`src/rtl/inst_mem_pkg.sv`:
```
// Shared types and helpers for the synchronous instruction memory.
package inst_mem_pkg;

   typedef enum logic {ST_INIT, ST_RUN} state_t;

   localparam logic [31:0] NOP_INST = 32'h0000_0000;

   typedef struct packed {
      logic [31:0] idx;
      logic        misal;
      logic        oor;
   } addr_chk_t;

   // Split a byte address into word index plus alignment and range flags.
   function automatic addr_chk_t decode_addr(input logic [31:0] addr,
                                             input int unsigned addr_w,
                                             input int unsigned depth);
      addr_chk_t r;
      logic [31:0] mask;
      mask    = (32'd1 << addr_w) - 32'd1;
      r.idx   = (addr >> 2) & mask;
      r.misal = (addr[1:0] != 2'b00);
      r.oor   = ((addr >> (addr_w + 2)) != 32'd0) || (r.idx >= depth);
      return r;
   endfunction

endpackage

```
`src/rtl/inst_mem_array.sv`:
```
// DEPTH x DATA_W storage: one synchronous write port, one read-first read port.
module inst_mem_array #(
   parameter int DATA_W = 32,
   parameter int DEPTH  = 32,
   parameter int ADDR_W = $clog2(DEPTH)
) (
   input  logic              clk,
   input  logic              we,
   input  logic [ADDR_W-1:0] waddr,
   input  logic [DATA_W-1:0] wdata,
   input  logic              re,
   input  logic [ADDR_W-1:0] raddr,
   output logic [DATA_W-1:0] rdata
);

   logic [DATA_W-1:0] mem [DEPTH];

   // No reset on the array or its output register so it maps onto block RAM.
   always_ff @(posedge clk) begin
      if (we) mem[waddr] <= wdata;
      if (re) rdata <= mem[raddr];
   end

endmodule

```
`src/rtl/inst_mem_sync.sv`:
```
// Writable instruction memory: zero-fill sweep after reset, program port,
// one-cycle fetch with misaligned/out-of-range flagging.
module inst_mem_sync
   import inst_mem_pkg::*;
#(
   parameter int DATA_W = 32,
   parameter int DEPTH  = 32,
   parameter int ADDR_W = $clog2(DEPTH)
) (
   input  logic              clk,
   input  logic              rst,
   output logic              init_busy,
   input  logic              prog_en,
   input  logic [ADDR_W-1:0] prog_addr,
   input  logic [DATA_W-1:0] prog_data,
   input  logic              fetch_req,
   input  logic [31:0]       fetch_addr,
   output logic              fetch_ready,
   output logic              fetch_valid,
   output logic [DATA_W-1:0] fetch_inst,
   output logic              fetch_err
);

   localparam logic [ADDR_W-1:0] LAST_IDX = ADDR_W'(DEPTH - 1);

   state_t            state_q, state_d;
   logic [ADDR_W-1:0] cnt_q, cnt_d;
   logic              vld_q, vld_d;
   logic              err_q, err_d;
   logic              have_q, have_d;

   addr_chk_t         chk;
   logic              accept, bad;
   logic              we, re;
   logic [ADDR_W-1:0] waddr, raddr;
   logic [DATA_W-1:0] wdata, rdata;

   assign chk    = decode_addr(fetch_addr, ADDR_W, DEPTH);
   assign bad    = chk.misal | chk.oor;
   assign raddr  = ADDR_W'(chk.idx);
   assign accept = fetch_req && (state_q == ST_RUN);
   assign re     = accept && !bad;

   // Sweep owns the write port during INIT; out-of-range program writes drop.
   always_comb begin
      we    = 1'b0;
      waddr = prog_addr;
      wdata = prog_data;
      if (state_q == ST_INIT) begin
         we    = 1'b1;
         waddr = cnt_q;
         wdata = '0;
      end else if (prog_en && ({1'b0, prog_addr} < (ADDR_W + 1)'(DEPTH))) begin
         we = 1'b1;
      end
   end

   always_comb begin
      state_d = state_q;
      cnt_d   = cnt_q;
      vld_d   = accept;
      err_d   = err_q;
      have_d  = have_q;
      if (state_q == ST_INIT) begin
         cnt_d = cnt_q + 1'b1;
         if (cnt_q == LAST_IDX) begin
            state_d = ST_RUN;
            cnt_d   = '0;
         end
      end
      if (accept) begin
         err_d  = bad;
         have_d = 1'b1;
      end
   end

   always_ff @(posedge clk) begin
      if (rst) begin
         state_q <= ST_INIT;
         cnt_q   <= '0;
         vld_q   <= 1'b0;
         err_q   <= 1'b0;
         have_q  <= 1'b0;
      end else begin
         state_q <= state_d;
         cnt_q   <= cnt_d;
         vld_q   <= vld_d;
         err_q   <= err_d;
         have_q  <= have_d;
      end
   end

   inst_mem_array #(.DATA_W(DATA_W), .DEPTH(DEPTH), .ADDR_W(ADDR_W)) u_array (
      .clk   (clk),
      .we    (we),
      .waddr (waddr),
      .wdata (wdata),
      .re    (re),
      .raddr (raddr),
      .rdata (rdata)
   );

   // The RAM output register only loads on good fetches, so it already holds
   // the sticky word; errors and the post-reset state mask it to a nop.
   assign init_busy   = (state_q == ST_INIT);
   assign fetch_ready = (state_q == ST_RUN);
   assign fetch_valid = vld_q;
   assign fetch_err   = err_q;
   assign fetch_inst  = (err_q || !have_q) ? DATA_W'(NOP_INST) : rdata;

endmodule
```
`config.mk`:
```
export PLATFORM = sky130hd
export DESIGN_NAME = inst_mem_sync
export DESIGN_NICKNAME = d
export VERILOG_FILES = /design/src/rtl/inst_mem_pkg.sv /design/src/rtl/inst_mem_array.sv /design/src/rtl/inst_mem_sync.sv
export SDC_FILE = /design/constraint.sdc
export NUM_CORES = 1
export LEC_CHECK = 0
export CORE_MARGIN = 5
export CORE_UTILIZATION = 55
export CTS_BUF_LIST = sky130_fd_sc_hd__clkbuf_2 sky130_fd_sc_hd__clkbuf_4 sky130_fd_sc_hd__clkbuf_8
export DETAILED_ROUTE_END_ITERATION = 6
export PLACE_DENSITY = 0.72
export SETUP_SLACK_MARGIN = 0.3
export SLEW_MARGIN = 25
export SYNTH_ARGS = -nofsm -noshare
export SYNTH_HDL_FRONTEND = slang
export SYNTH_SLANG_ARGS = --single-unit
```
`constraint.sdc`:
```
create_clock -name clk -period 6.1 [get_ports clk]
set_input_delay 1.22 -clock clk [delete_from_list [all_inputs] [get_ports clk]]
set_output_delay 1.22 -clock clk [all_outputs]
set_load 0.02 [all_outputs]
```
== Word level (Yosys, flattened, before mapping) ==
Memory sizes are Yosys's and may differ from the RTL's. A register that Yosys moved wholly into a read port is not among the register bits.
Cells that the tools add are included.

* Memories: 1
* Bits in read-only memories: 0
* Register bits after elaboration: 9
* Input bits: 73
* Output and inout port bits: 36
* Memory bits (writable): 1024
* Word-level logic and storage cells: 29
* Bits in latches: 0

{| class="wikitable"
|+ Memory list
! name !! depth !! bits a word !! rd ports !! clocked after memory_dff !! write ports !! line !! text
|-
| u_array.mem || 32 || 32 || 1 || 1 || 1 || inst_mem_array.sv:16 || <nowiki>logic [DATA_W-1:0] mem [DEPTH];</nowiki>
|}

* Mux-type cells: 10
* $add $sub $neg: 1
* Equal/unequal tests: 1
* $mul: 0
* Divide/modulo/power cells: 0
* Bitwise gates (word level): 2
* $lt $le $gt $ge: 1
* Reductions and logical operators: 8
* Shift operators: 0

{| class="wikitable"
|+ Operators by type and width
! kind !! count
|-
| 32-bit 2-to-1 mux || 2
|-
| 32-bit nonzero test || 1
|-
| 5-bit 2-to-1 mux || 2
|-
| 5-bit by 6-bit greater-or-equal comparator with 1-bit output (second input constant) || 1
|-
| 1-bit 2-to-1 mux || 6
|-
| 5-bit by 1-bit adder with 5-bit output (second input constant) || 1
|-
| 5-bit == test (second input constant) || 1
|-
| 1-bit logical AND || 2
|-
| 1-bit logical NOT || 2
|-
| 1-bit logical OR || 2
|-
| 2-bit nonzero test || 1
|-
| 1-bit inverter || 1
|-
| 1-bit bitwise OR || 1
|}

== Logic depth before layout (Yosys ltp) ==
Gate-level depths: netlist (run 1).

* Word-level depth: 5
* Gate-level depth with buffers: 8
* Gate-level depth less buffers: 6

== Cells and area by module ==
From an unflattened synthesis (run 1), not the netlist that was laid out.

* Cells, all modules: 2387
* Area, all modules: 41741.3 um2

{| class="wikitable"
|+ Modules (own cells, without submodules)
! module !! instances !! area an instance (um2) !! cells an instance
|-
| inst_mem_array || 1 || 40805.4 || 2260
|-
| inst_mem_sync || 1 || 935.9 || 127
|}

== Least setup slack after synthesis (run 1) ==
No wires, ideal clock.

* Path type: input-to-reg
* Start: in fetch_addr[11]
* End: reg u_array.rdata[0], read port of u_array.mem (enable)
* Cell stages on the path: 2
* Path slack: 0.672 ns
* Setup time: 0.505 ns
* Required time: 5.595 ns
* Path buffers: 0
* Arrival: 4.923 ns
* Cell sequence: or4_1 > nor4_1

* Cells in the longest elaborated chain, start to end: 5

{| class="wikitable"
|+ Ends and longest elaborated chain
! item !! line !! text
|-
| start: declaration || inst_mem_sync.sv:17 || <nowiki>input logic [31:0] fetch_addr,</nowiki>
|-
| 32-bit nonzero test || inst_mem_pkg.sv:23 || <nowiki>r.oor = ((addr >> (addr_w + 2)) != 32'd0) || (r.idx >= depth);</nowiki>
|-
| 1-bit logical OR || inst_mem_pkg.sv:23 ||
|-
| 1-bit bitwise OR || inst_mem_sync.sv:39 || <nowiki>assign bad = chk.misal | chk.oor;</nowiki>
|-
| 1-bit logical NOT || inst_mem_sync.sv:42 || <nowiki>assign re = accept && !bad;</nowiki>
|-
| 1-bit logical AND || inst_mem_sync.sv:42 ||
|-
| net re || inst_mem_sync.sv:34 || <nowiki>logic we, re;</nowiki>
|-
| end: declaration || inst_mem_array.sv:13 || <nowiki>output logic [DATA_W-1:0] rdata</nowiki>
|}

The timed path passes the listed nets, and every way through them passes these cells.
A chain may end at the register's enable or synchronous reset.

== Worst setup path in the final report (run 1) ==
* Start: reg err_q, in the netlist fetch_err
* End: out fetch_inst[11]

* Cells in the longest elaborated chain, start to end: 2

{| class="wikitable"
|+ Ends and longest elaborated chain
! item !! line !! text
|-
| start: declaration || inst_mem_sync.sv:29 || <nowiki>logic err_q, err_d;</nowiki>
|-
| start signal: assignment || inst_mem_sync.sv:88 || <nowiki>err_q <= err_d;</nowiki>
|-
| 1-bit logical OR || inst_mem_sync.sv:109 || <nowiki>assign fetch_inst = (err_q || !have_q) ? DATA_W'(NOP_INST) : rdata;</nowiki>
|-
| 32-bit 2-to-1 mux || inst_mem_sync.sv:109 ||
|-
| end: declaration || inst_mem_sync.sv:20 || <nowiki>output logic [DATA_W-1:0] fetch_inst,</nowiki>
|}

Every way passes these cells.

==> results.sh, run 1 <==
export IMPL_status="completed"
export IMPL_insertion_delay_ns=0.82
export IMPL_cts_sinks=1065
export IMPL_routedWlPerCell_um=28.33
export IMPL_root_buffer="clkbuf_8"
export IMPL_cts_tree="yes"
export IMPL_drc=0
export IMPL_yosys_warnings=0
export IMPL_final_common_cell="edfxtp_1"
export IMPL_areaGrowthSynthToFinish_pct=13.65
export IMPL_drt_total_wl_um=104800
export IMPL_viasPerCell=6.203
export IMPL_ant_nets=0
export IMPL_io_buffers=108
export IMPL_final_max_slew_viol_count=0
export IMPL_grt_max_degree=129
export IMPL_h_tree_depth=4
export IMPL_die_area_um2=81490
export IMPL_endpoint_kind="output port"
export IMPL_layout_common_cells="1,056 x edfxtp_1, 515 x mux2i_1, 165 x clkbuf_8"
export IMPL_place_congestion=0.8219
export IMPL_first_pass_iters=5
export IMPL_synth_top_area_share_pct=75.98
export IMPL_rsz0062_at_grt="false"
export IMPL_synth_fp_nets=2476
export IMPL_max_stage_delay_ns=0.66
export IMPL_slowest_stage="clkdlybuf4s50_1"
export IMPL_min_path_type="reg -> reg"
export IMPL_finClkSkew_ns=0.02549
export IMPL_path_clk_slew_ns=0.06
export IMPL_slew_headroom_pct=26.18
export IMPL_setup_slack_ns=2.115
export IMPL_row_count=101
export IMPL_postSynthAreaPerCell_um2=17.38
export IMPL_path_cells="nor2b_2 > buf_4 > and2_1 > clkdlybuf4s50_1"
export IMPL_min_period_ns=3.985
export IMPL_r2r_start="fetch_ready$_SDFF_PP0_"
export IMPL_yosysUniqueCellTypes=32
export IMPL_max_freq_mhz=250.9
export IMPL_worst_path_max_fanout=30
export IMPL_regToRegSetupSlack_ns=2.86
export IMPL_holdPathEnd="have_q$_SDFFE_PP0P_"
export IMPL_tns_ns=0
export IMPL_whs_path_depth=2
export IMPL_layout_nets=2678
export IMPL_via_count=22940
export IMPL_grt_pass1_wl_um=152200
export IMPL_dp_worst_setup_slack_ns=2.068
export IMPL_drive_gt1_share_pct=14.31
export IMPL_fin_area_um2=47430
export IMPL_fin_crit_sh_pct=65.33
export IMPL_initial_utilization_pct=55.22
export IMPL_fin_cells=3698
export IMPL_cts_buffers_inserted=162
export IMPL_core_area_um2=75570
export IMPL_power_density_nw_per_um2=302.4
export IMPL_cts_resized=0
export IMPL_r2r_end="u_array.mem[24][20]$_DFFE_PP_"
export IMPL_reg2reg_depth=5
export IMPL_maxCapViolCount=0
export IMPL_grt_pass1_vias=23300
export IMPL_start_kind="flip-flop"
export IMPL_die_w_um=285.5
export IMPL_synth_area_leader_cell="edfxtp_1"
export IMPL_antenna_found_initial=3
export IMPL_ys_ff_latch=1065
export IMPL_hpwl_um=56250
export IMPL_synthCells=2401
export IMPL_io_pin_count=109
export IMPL_critPathArrivalTime_ns=2.77
export IMPL_track_usage_pct=25.48
export IMPL_post_cts_buffers=0
export IMPL_yosys_top_cells_area="edfxtp_1 76%, mux2i_1 12%, a22oi_1 1.7%"
export IMPL_ir_worst_vdd_mv=0.1791
export IMPL_place_inst=3415
export IMPL_syn_cell_area_um2=41730
export IMPL_placed_area_um2=44270
export IMPL_worst_pin_slew_ns=1.107
export IMPL_drtIter0Drc=2649
export IMPL_hold_viol_final=0
export IMPL_hp_start="have_q$_SDFFE_PP0P_"
export IMPL_gr_total_overflow=0
export IMPL_leakage_nw=17.24
export IMPL_die_h_um=285.5
export IMPL_cts_buffer_depth=3
export IMPL_total_power_mw=14.34
export IMPL_hold_buffers=0
export IMPL_path_class="reg -> out"
export IMPL_setup_viol=0
export IMPL_ys_seq_area_share_pct=76.42
export IMPL_worst_ep_required_time_ns=4.88
flip-flops by register name (all words and copies together) (netlist names):
name / flops
u_array.mem: 1024
u_array.rdata: 32
cnt_q: 5
fetch_err: 1
fetch_ready: 1
fetch_valid: 1
have_q: 1
synth_stat cells (all sizes together):
cell	number
nor3	36
a22oi	96
dfxtp	9
or4	1
ha	2
inv	2
a22o	65
a31oi	34
nor2b	4
mux2	1
or2	1
a21oi	102
nand2	110
nand4	1
nor2	47
nor4	6
and3	2
a32oi	1
nand3	99
edfxtp	1056
o21ai	5
nand3b	2
buf	89
nand2b	2
and2	65
nor3b	1
mux2i	515
clkbuf	47
area by class of cell:
class / count / area, µm²
fill: 5213 / 28140
sequential: 1065 / 31890
clock inverter: 63 / 412.9
tap: 978 / 1224
clock buffer: 217 / 2661
inverter: 2 / 7.507
timing repair buffer: 174 / 1836
antenna: 1 / 2.502
multi-input combinational: 1198 / 9394
worst max-delay path, delay by kind of cell, from the launching register on:
family	cells	cell delay, ns
and+or+nand+nor	2	0.52
DFF	1	0.35
buffers and inverters	2	1.05
routing by layer:
layer  part of all wire (%)  up-vias  track usage, %
met5                      0        -               0
met4                    3.2        0           10.33
met3                    9.3      196           5.920
met2                     48     1251           40.52
met1                     39    11600           34.54
li1                       -     9890               -
metrics by stage:
stage          hold WS [ns]  util, %
2_1_floorplan        0.4290        -
4_1_cts              0.4675    62.65
6_report             0.4669    62.76
5_1_grt              0.5066    62.76
3_3_place_gp         0.4454    58.37
3_5_place_dp         0.4476    58.58
worst max-delay path by stage:
stage / endpoint / start / slack, ns
after floorplan: u_array.rdata[0]$_DFFE_PP_ / fetch_addr[11] / 0.67
after global placement: u_array.rdata[6]$_DFFE_PP_ / fetch_addr[3] / 2.13
after detailed placement: u_array.rdata[6]$_DFFE_PP_ / fetch_addr[3] / 2.07
after CTS: fetch_inst[11] / fetch_err$_SDFFE_PP0P_ / 2.10
after global routing: fetch_inst[29] / fetch_err$_SDFFE_PP0P_ / 2.07
final: fetch_inst[11] / fetch_err$_SDFFE_PP0P_ / 2.11
power by group:
group / switching (mW) / leakage [nW] / internal [mW]
registers: 0.0207 / 10.4 / 8.02
clock network: 2.71 / 1.63 / 2.91
logic: 0.429 / 5.21 / 0.262
cell families (layout without fill, tap and decap cells):
family | after synthesis | after routing | synth area share (%)
adders and majority gates | 2 | 2 | 0.05995
AOI/OAI and AO/OA | 303 | 303 | 4.905
muxes | 516 | 516 | 12.38
and+or+nand+nor | 377 | 377 | 4.317
buffers and inverters | 138 | 456 | 1.922
other | 0 | 1 | 0
DFF | 1065 | 1065 | 76.42
(Power assumes the default switching activity.)
==> run 2, diff against run 1 <==
clock period = 4.2 ns   (was 6.1 ns; I/O delays follow)
==> run 2 against run 1 <==
First-iteration DRC count is 16% lower. Combinational power is 48% higher. Clock power is 44% higher. Cell area is 0.60% higher. Wire length is 4.8% lower. Register-to-register slack worse by 1.7 ns. Highest routed layer is now met5.
==> results.sh, run 2 (synthesized netlist as in run 1, its figures left out) <==
export IMPL_worst_pin_slew_ns=1.073
export IMPL_placed_area_um2=44610
export IMPL_layout_nets=2703
export IMPL_power_density_nw_per_um2=435.7
export IMPL_fin_crit_sh_pct=80.01
export IMPL_routedWlPerCell_um=26.80
export IMPL_final_max_slew_viol_count=0
export IMPL_ir_worst_vdd_mv=0.2585
export IMPL_total_power_mw=20.79
export IMPL_initial_utilization_pct=55.22
export IMPL_hpwl_um=56190
export IMPL_maxCapViolCount=0
export IMPL_leakage_nw=17.39
export IMPL_hold_viol_final=0
export IMPL_whs_path_depth=2
export IMPL_layout_common_cells="1,056 x edfxtp_1, 515 x mux2i_1, 164 x clkbuf_8"
export IMPL_largest_register="u_array.mem"
export IMPL_via_count=22510
export IMPL_reg2reg_depth=6
export IMPL_max_freq_mhz=297.6
export IMPL_antenna_found_initial=4
export IMPL_slew_headroom_pct=28.22
export IMPL_start_kind="flip-flop"
export IMPL_die_area_um2=81490
export IMPL_multi_input_area_um2=9398
export IMPL_dp_worst_setup_slack_ns=0.6962
export IMPL_path_class="reg -> out"
export IMPL_seqCellArea_um2=31890
export IMPL_fill_cells=5311
export IMPL_track_usage_pct=24.29
export IMPL_min_path_type="reg -> reg"
export IMPL_gr_total_overflow=0
export IMPL_first_pass_iters=5
export IMPL_cts_resized=0
export IMPL_die_w_um=285.5
export IMPL_io_buffers=108
export IMPL_grt_pass1_vias=23070
export IMPL_viasPerCell=6.052
export IMPL_post_cts_buffers=0
export IMPL_areaGrowthSynthToFinish_pct=14.34
export IMPL_root_buffer="clkbuf_8"
export IMPL_largest_reg_flops=1024
export IMPL_reg_largest_list="u_array.mem: 1024 flops, u_array.rdata: 32 flops, cnt_q: 5 flops"
export IMPL_regToRegSetupSlack_ns=1.14
export IMPL_min_period_ns=3.360
export IMPL_die_h_um=285.5
export IMPL_final_util_pct=63.14
export IMPL_rsz0062_at_grt="false"
export IMPL_hold_buffers=0
export IMPL_endpoint_kind="output port"
export IMPL_hp_start="have_q$_SDFFE_PP0P_"
export IMPL_grt_pass1_wl_um=146700
export IMPL_setup_viol=0
export IMPL_drt_total_wl_um=99690
export IMPL_worst_path_max_fanout=34
export IMPL_status="completed"
export IMPL_setup_slack_ns=0.8396
export IMPL_row_count=101
export IMPL_insertion_delay_ns=0.79
export IMPL_h_tree_depth=4
export IMPL_holdWs_ns=0.4609
export IMPL_tns_ns=0
export IMPL_cts_buffers_inserted=162
export IMPL_holdPathEnd="have_q$_SDFFE_PP0P_"
export IMPL_io_pin_count=109
export IMPL_place_inst=3441
export IMPL_fin_cells=3720
export IMPL_r2r_end="u_array.mem[20][20]$_DFFE_PP_"
export IMPL_path_clk_slew_ns=0.07
export IMPL_worst_ep_required_time_ns=3.36
export IMPL_place_congestion=0.8220
export IMPL_core_area_um2=75570
export IMPL_drive_gt1_share_pct=14.89
export IMPL_cts_buffer_depth=3
export IMPL_cts_sinks=1065
export IMPL_final_common_cell="edfxtp_1"
export IMPL_critPathArrivalTime_ns=2.52
export IMPL_fin_area_um2=47720
export IMPL_finClkSkew_ns=0.03225
export IMPL_drc=0
export IMPL_grt_max_degree=70
export IMPL_ant_nets=0
export IMPL_r2r_start="fetch_ready$_SDFF_PP0_"
export IMPL_cts_tree="yes"
export IMPL_drtIter0Drc=2213
run 2: changes by cell type in the layout (fill, tap and decap cells not counted), sizes merged:
cell	before	now
buf	67	92
clkbuf	217	204
clkinv	49	60
inv	13	3
bufinv	1	6
clkinvlp	2	5
diode	1	2
run 2: worst max-delay path by stage:
stage,startpoint,endpoint,slack [ns],cells after the start
after floorplan,fetch_addr[11],u_array.rdata[0]$_DFFE_PP_,0.49,2
after global placement,fetch_addr[4],u_array.rdata[10]$_DFFE_PP_,0.74,7
after detailed placement,fetch_addr[4],u_array.rdata[10]$_DFFE_PP_,0.70,7
after CTS,have_q$_SDFFE_PP0P_,fetch_inst[21],0.80,4
after global routing,fetch_ready$_SDFF_PP0_,init_busy,0.70,2
final,fetch_ready$_SDFF_PP0_,init_busy,0.84,2
run 2: final cells by class:
type / instances / share of cell area [%]
diodes: 2 / 0.01049
clock buffers: 204 / 5.360
clock inverters: 72 / 1.015
inverters: 2 / 0.01573
multi-input cells: 1198 / 19.70
flip-flops and latches: 1065 / 66.84
well taps: 978 / 2.564
repair buffers: 199 / 4.502
run 2: power breakdown:
part / switching [mW] / internal, mW / total (mW)
registers: 0.0286 / 11.6 / 11.7
clock network: 3.75 / 4.34 / 8.09
logic: 0.618 / 0.406 / 1.02
total: 4.40 / 16.4 / 20.8
run 2: critical path: stages, from the launching register on:
cell	delay, ns
dfxtp_2	0.81
inv_1	0.29
clkdlybuf4s50_1	0.62
run 2: metal layers:
metal  part of all wire, %  vias up  global-route usage, %
met3                   7.1      175                  4.948
met1                    41    11480                  33.29
met4                   2.3        4                  7.233
met2                    49      909                  40.06
li1                      -     9946                      -
met5                 0.027        -                      0
